File: config.mk
export PLATFORM = sky130hd
export DESIGN_NAME = pipelined_csel_adder
export DESIGN_NICKNAME = d
export VERILOG_FILES = /design/src/rtl/csel_pkg.sv /design/src/rtl/csel_block.sv /design/src/rtl/pipelined_csel_adder.sv
export SDC_FILE = /design/constraint.sdc
export NUM_CORES = 1
export LEC_CHECK = 0
export ABC_AREA = 1
export CORE_MARGIN = 4
export CORE_UTILIZATION = 40
export CTS_CLUSTER_SIZE = 12
export DETAILED_ROUTE_END_ITERATION = 8
export DONT_BUFFER_PORTS = 1
export GPL_TIMING_DRIVEN = 1
export PLACE_DENSITY = 0.56
export SLEW_MARGIN = 10
export SYNTH_ARGS = -nofsm -noshare
export SYNTH_HDL_FRONTEND = slang
export SYNTH_SLANG_ARGS = --single-unit
File: constraint.sdc
create_clock -name clk -period 10.2 [get_ports clk]
set_clock_uncertainty 0.15 [all_clocks]
set_input_delay 0.51 -clock clk [delete_from_list [all_inputs] [get_ports clk]]
set_output_delay 0.51 -clock clk [all_outputs]
set_load 0.01 [all_outputs]
File: src/rtl/csel_pkg.sv
// Shared defaults and the per-stage pipeline record for the carry-select adder.
// Data fields are sized to the default width; narrower instances zero-extend.
package csel_pkg;

   localparam int CSEL_WIDTH = 32;
   localparam int CSEL_BLOCK = 8;

   // a_rem/b_rem hold operand bits not yet consumed, already shifted so the next
   // block's bits sit at [BLOCK-1:0]; b_rem is the effective (possibly inverted) B.
   typedef struct packed {
      logic                  valid;
      logic                  carry;
      logic                  sub;
      logic                  a_msb;
      logic                  b_msb;
      logic [CSEL_WIDTH-1:0] psum;
      logic [CSEL_WIDTH-1:0] a_rem;
      logic [CSEL_WIDTH-1:0] b_rem;
   } stage_rec_t;

endpackage

File: src/rtl/csel_block.sv
// One carry-select slice: two ripple adders (carry-in 0 and 1) in parallel,
// with the incoming carry choosing the sum and the carry-out.
module csel_block
   import csel_pkg::*;
#(
   parameter int BLOCK = CSEL_BLOCK
) (
   input  logic [BLOCK-1:0] a_i,
   input  logic [BLOCK-1:0] b_i,
   input  logic             cin_i,
   output logic [BLOCK-1:0] sum_o,
   output logic             cout_o
);

   logic [BLOCK-1:0] p;
   logic [BLOCK-1:0] g;
   logic [BLOCK-1:0] s0;
   logic [BLOCK-1:0] s1;
   logic [BLOCK:0]   c0;
   logic [BLOCK:0]   c1;

   assign p = a_i ^ b_i;
   assign g = a_i & b_i;

   always_comb begin
      c0    = '0;
      c1    = '0;
      s0    = '0;
      s1    = '0;
      c1[0] = 1'b1;
      for (int i = 0; i < BLOCK; i++) begin
         s0[i]   = p[i] ^ c0[i];
         c0[i+1] = g[i] | (p[i] & c0[i]);
         s1[i]   = p[i] ^ c1[i];
         c1[i+1] = g[i] | (p[i] & c1[i]);
      end
   end

   assign sum_o  = cin_i ? s1 : s0;
   assign cout_o = cin_i ? c1[BLOCK] : c0[BLOCK];

endmodule

File: src/rtl/pipelined_csel_adder.sv
// Pipelined carry-select adder/subtractor: one BLOCK-wide slice per stage,
// valid/ready handshake, whole pipeline freezes while the output is stalled.
module pipelined_csel_adder
   import csel_pkg::*;
#(
   parameter int WIDTH = CSEL_WIDTH,
   parameter int BLOCK = CSEL_BLOCK
) (
   input  logic             clk,
   input  logic             rst_n,
   input  logic             in_valid,
   output logic             in_ready,
   input  logic [WIDTH-1:0] a,
   input  logic [WIDTH-1:0] b,
   input  logic             cin,
   input  logic             sub,
   output logic             out_valid,
   input  logic             out_ready,
   output logic [WIDTH-1:0] sum,
   output logic             cout,
   output logic             ovf
);

   localparam int NSTG = WIDTH / BLOCK;
   localparam int RW   = CSEL_WIDTH;

   if (BLOCK < 1 || (WIDTH % BLOCK) != 0 || WIDTH > RW) begin : g_bad_cfg
      $error("pipelined_csel_adder: WIDTH must be a multiple of BLOCK and at most %0d", RW);
   end

   logic [RW-1:0]    a_ext;
   logic [RW-1:0]    b_ext;
   logic             cin_eff;
   logic             stall;

   logic [BLOCK-1:0] blk_a  [NSTG];
   logic [BLOCK-1:0] blk_b  [NSTG];
   logic [BLOCK-1:0] blk_s  [NSTG];
   logic             blk_ci [NSTG];
   logic             blk_co [NSTG];

   stage_rec_t       st_q [NSTG];
   stage_rec_t       st_d [NSTG];

   assign a_ext   = RW'(a);
   assign b_ext   = RW'(sub ? ~b : b);
   assign cin_eff = sub | cin;

   assign stall    = st_q[NSTG-1].valid & ~out_ready;
   assign in_ready = ~stall;

   // Stage 0 works straight off the ports; later stages off the previous register.
   for (genvar gi = 0; gi < NSTG; gi++) begin : g_stg
      if (gi == 0) begin : g_first
         assign blk_a[gi]  = a_ext[BLOCK-1:0];
         assign blk_b[gi]  = b_ext[BLOCK-1:0];
         assign blk_ci[gi] = cin_eff;
      end else begin : g_rest
         assign blk_a[gi]  = st_q[gi-1].a_rem[BLOCK-1:0];
         assign blk_b[gi]  = st_q[gi-1].b_rem[BLOCK-1:0];
         assign blk_ci[gi] = st_q[gi-1].carry;
      end

      csel_block #(.BLOCK(BLOCK)) u_blk (
         .a_i    (blk_a[gi]),
         .b_i    (blk_b[gi]),
         .cin_i  (blk_ci[gi]),
         .sum_o  (blk_s[gi]),
         .cout_o (blk_co[gi])
      );
   end

   always_comb begin
      st_d[0]       = '0;
      st_d[0].valid = in_valid;
      st_d[0].carry = blk_co[0];
      st_d[0].sub   = sub;
      st_d[0].a_msb = a[WIDTH-1];
      st_d[0].b_msb = b[WIDTH-1];
      st_d[0].psum  = RW'(blk_s[0]);
      st_d[0].a_rem = a_ext >> BLOCK;
      st_d[0].b_rem = b_ext >> BLOCK;
      for (int k = 1; k < NSTG; k++) begin
         st_d[k]       = st_q[k-1];
         st_d[k].carry = blk_co[k];
         st_d[k].psum  = st_q[k-1].psum | (RW'(blk_s[k]) << (k * BLOCK));
         st_d[k].a_rem = st_q[k-1].a_rem >> BLOCK;
         st_d[k].b_rem = st_q[k-1].b_rem >> BLOCK;
      end
   end

   always_ff @(posedge clk or negedge rst_n) begin
      if (!rst_n) begin
         for (int k = 0; k < NSTG; k++) begin
            st_q[k] <= '0;
         end
      end else if (!stall) begin
         for (int k = 0; k < NSTG; k++) begin
            st_q[k] <= st_d[k];
         end
      end
   end

   // Raw B sign is kept so the effective sign is recovered with the sub flag.
   assign out_valid = st_q[NSTG-1].valid;
   assign sum       = st_q[NSTG-1].psum[WIDTH-1:0];
   assign cout      = st_q[NSTG-1].carry;
   assign ovf       = (st_q[NSTG-1].a_msb == (st_q[NSTG-1].b_msb ^ st_q[NSTG-1].sub)) &&
                      (st_q[NSTG-1].psum[WIDTH-1] != st_q[NSTG-1].a_msb);

endmodule
# Word-level counts from Yosys, hierarchy flattened
# Cells that the tools add are included.
classes:
  n_eq_ne: 2
  muxes: 9
  bitwise_logic: 193
  reduce_logical: 1
op_table:
  columns: ["cell", "n"]
  rows:
  - ["$or A1 B1 Y1", 61]
  - ["$and A1 B1 Y1", 57]
  - ["$xor A1 B1 Y1", 57]
  - ["$and A8 B8 Y8", 4]
  - ["$mux W32", 1]
  - ["$mux W8", 4]
  - ["$not A32 Y32", 1]
  - ["$or A32 B24 Y32", 1]
  - ["$or A32 B32 Y32", 1]
  - ["$xor A8 B8 Y8", 4]
  - ["$or A8 B16 Y16", 1]
  - ["$not A1 Y1", 6]
  - ["$mux W1", 4]
  - ["$eq A1 B1 Y1", 1]
  - ["$logic_and A1 B1 Y1", 1]
  - ["$ne A1 B1 Y1", 1]
totals:
  ff_bits: 220
  input_bits: 70
  output_inout_bits: 36
  wordCells: 235

# Logic depth before layout (Yosys ltp)
logic_depth:
  ltp_word: 19
  ltp_mapped: 15
  depth_no_buf: 14

# Modules after synthesis
# A second synthesis with hierarchy kept.
hier_totals:
  cells_unflattened: 1029
  hier_area_um2: 8809.7
modules_own_cells:
  columns: ["mod", "n_inst", "cells_per_inst", "area_per_inst_um2", "seq_area_each_um2"]
  rows:
  - ["pipelined_csel_adder", 1, 929, 7908.8, 4829.6]
  - ["csel_block", 4, 25, 225.2, 0.0]

# Worst setup path after synthesis
# No wires, ideal clock.
synth_path:
  kind: "in2reg"
  startpoint: "input sub"
  endpoint: "register st_q[374] (netlist name)"
  setup_ns: 0.130
  arrival_time_ns: 4.178
  required_ns: 9.920
  path_slack_ns: 5.742
  path_stages: 15
  path_buffers: 1
  path_cell_list: "buf_2 -> xnor2_1 -> ha_1 -> nand2_1 -> o21ai_0 -> fa_1 -> fa_1 -> fa_1 -> fa_1 -> fa_1 -> fa_1 -> inv_1 -> fa_1 -> nand2_1 -> o21ai_0"
synth_lines:
  columns: ["item", "line", "text"]
  rows:
  - ["start, declared", "pipelined_csel_adder.sv:16", "input logic sub,"]
  - ["end signal, assigned by index", "pipelined_csel_adder.sv:99", "st_q[k] <= st_d[k];"]
  - ["end, declared", "pipelined_csel_adder.sv:42", "stage_rec_t st_q [NSTG];"]

==> impl_results.md <==
* Die footprint at about 0.024 mm²
* Clock Sinks at between 150 and 200
* Largest net degree at the start of global routing at 194
* Crit-path most repeated cell: fa_1
* VDD IR max at about 0.17 mV
* Nets at between 1000 and 1500
* Reg2reg setup slack at 6.13 ns
* Fill count at 2091
* RSZ-0062 raised after global routing: no
* Initial antenna violation count at 0
* All-layer global routing usage at 14.6%
* Area grow syn2layout at 6.35%
* First-pass GRT wire length at about 28000 µm
* CTS buffer count at 17
* Dpl ws at about 5.4 ns
* Min-Delay Path Class: in2async
* Yosys reg bits at approximately 190
* Power share of the clock group at about 26%
* Rel. slew slack at 32.1%
* CTS Buffer Depth at 2
* Sequential Power Share at between 40% and 50%
* Required time worst endpoint at roughly 10 ns
* Die Span Y at ~160 µm
* Max cap viols at 0
* Switching share of power at about a third
* Core footprint at 0.0212 mm²
* Syn Nets at approximately 1100
* Hpwl dp at approximately 11000 µm
* Starting density of the core at 41.0%
* Drt total wl at 16800 µm
* Final min period at between 4 and 5 ns
* Cells after Synth at approximately 1000
* Period utilisation layout at approximately 42%
* CP peak stage delay at around 0.50 ns
* Total grt overflow at 0
* Pwr Density at approximately 310 mW/mm²
* H-tree Lvls at 4
* Worst-margin pin slew at roughly 1 ns
* Worst-Skew Late Latency at between 0.4 and 0.5 ns
* Failing checks: negative hold slack
* Hold Vio Cnt, Final at 10
* Post-CTS Setup Bufs at 0
* GPL Wtd Cong at around 0.76
* Share of post-route cells with drive strength above 1 at ~5.4%
* Post-CTS resize count at 0
* Post-Place Cell Area at around 0.0086 mm²
* Iteration-0 DRC Markers at 392
* Leakage power at 4.83 nW
* Ys Warns at 0
* I/O pin cnt at between 100 and 150
* Post-CTS Hold Buffers at 1
* Outcome: finished with violations
* CP max-delay cell: fa_1
* Drt first pass iters at 4
* Wire per inst at ~14 µm
* Worst-path fanout max at between 40 and 50
* FP Rows at 53
* Reg area at approximately 0.0048 mm²
* Internal power at between 0.0015 and 0.002 W
* TritonCTS clock tree: built
* Vias after detailed routing at between 5000 and 6000
* Reg2reg start: blk_a[0]
* Combinational power share at between 20% and 30%
* Fmax at ~230 MHz
* Final instance area at 0.00926 mm²
* Clock root buffer: clkbuf_16
* Worst setup SP type: input port
* Vias in the first global route at approximately 5400
* Setup WS post-layout at around 6 ns
* Worst hold slack at -0.0424 ns
* Worst setup EP type: flop
* Worst-path clk slew at ~0.07 ns
* Final Setup Violations at 0
* R2R Path End: sum[31]
* Multi-input logic area at 0.00317 mm²
* Port bufs at 0
* Slew Limit Fails at 0
* DRC viols at 0
* DRT antenna net count at 0
* Switching Power at 0.00101 W
* CP cell instances: inv_1, nand2_1, nand2_1, o21ai_0, fa_1, fa_1, fa_1, fa_1, fa_1, fa_1, inv_1, fa_1, nand2_1, o21ai_0
* Die width at approximately 160 µm
* Setup Crit Path Kind: in2reg
* Setup TNS Final at 0 ns
* Seq/Total Area, Yosys at between 50 and 60%
* Register-to-Register Path Depth at 12
* Vias per cell at between 4 and 5
* Arr. time, crit path at around 4.4 ns
* Synthesized area at approximately 0.0087 mm²
* Final Util at 43.6%
* Avg Inst Size Synth at about 8.9 µm²
* Netlist cell types at 17
cell usage after synthesis (all sizes together):
cell    number  share of area (%)
xor2         1               0.10
clkbuf       6               0.26
buf         73                5.6
nor2         2              0.086
or2         17                1.2
dfrtp      193                 55
fa          28                6.4
inv         55                2.4
ha           8                1.2
o21ai       53                3.0
nand2      519                 22
nand3       20                1.2
xnor2        7               0.70
per-layer routing:
metal | wire [µm] | GRT usage, % | vias to the layer above
met3 | 977 | 4.20 | 17
met1 | 8700 | 22.9 | 2529
met4 | 172 | 4.13 | 0
li1 | - | - | 2822
met2 | 6910 | 19.5 | 109
met5 | 0 | 0 | -
critical path: cells and delay by family:
family                   cells  cell delay (ns)
AO/OA/AOI/OAI                2             0.33
adder cells (fa/ha/maj)      7             3.01
buffers and inverters        2             0.30
AND/OR/NAND/NOR              3             0.27
cells in the final DEF, fill, tap and decap left out:
master       n
o21ai_0     53
inv_6        2
bufinv_16    5
nand2_1    518
dfrtp_1    193
nand2_8      1
xor2_1       1
clkinv_4     1
nand3_1     20
buf_16       1
fa_1        28
inv_1       54
clkbuf_1     2
xnor2_1      7
ha_1         8
clkbuf_8     3
or2_2       17
clkinv_2     2
buf_4        2
nor2_1       2
clkbuf_16   17
diode_2      1
final cells by class:
class,instances,area share (%)
timing repair buffer,3,0.460
multi-input combinational,655,34.3
tap,275,3.72
clock inverter,9,1.92
clock buffer,22,5.12
sequential,193,52.2
antenna,1,0.0270
inverter,55,2.28
sequential cells by signal, indices dropped and copies added (netlist names):
signal     cells
st_d          58
blk_b         24
sum           32
blk_ci         3
cout           1
out_valid      1
blk_a         23
st_q          51
cells by family after synthesis:
group           count (synthesis)  synth area share [%]
simple gates                  558                  24.9
flops                         193                  55.5
compound gates                 53                  3.05
fa+ha+maj                      36                  7.59
buf+inv                       134                  8.19
xor+xnor                        8                 0.805
stage by stage:
step	instances	power, W
after floorplan	982	0.00201
after global placement	1180	0.00212
after detailed placement	1180	0.00215
after CTS	1212	0.00292
after global routing	1212	0.00313
final	1213	0.00286
power by group through the flow:
| stage | combinational [W] | clock [W] | sequential, W |
|---|---|---|---|
| after detailed placement | 0.000784 | 0 | 0.00137 |
| after floorplan | 0.000750 | 0 | 0.00126 |
| final | 0.000776 | 0.000737 | 0.00135 |
| after CTS | 0.000804 | 0.000759 | 0.00136 |
| after global placement | 0.000758 | 0 | 0.00136 |
| after global routing | 0.000942 | 0.000790 | 0.00140 |
worst max path at each step:
stage               from         to  slack (ns)  depth (start not counted)
finish               sub  st_q[374]        5.90                         14
global route         sub  st_q[374]        5.60                         14
CTS                  sub  st_q[374]        5.82                         14
detailed placement   sub  st_q[374]        5.36                         14
global placement     sub  st_q[374]        5.42                         14
floorplan            sub  st_q[374]        5.74                         15
(Power assumes the default switching activity.)
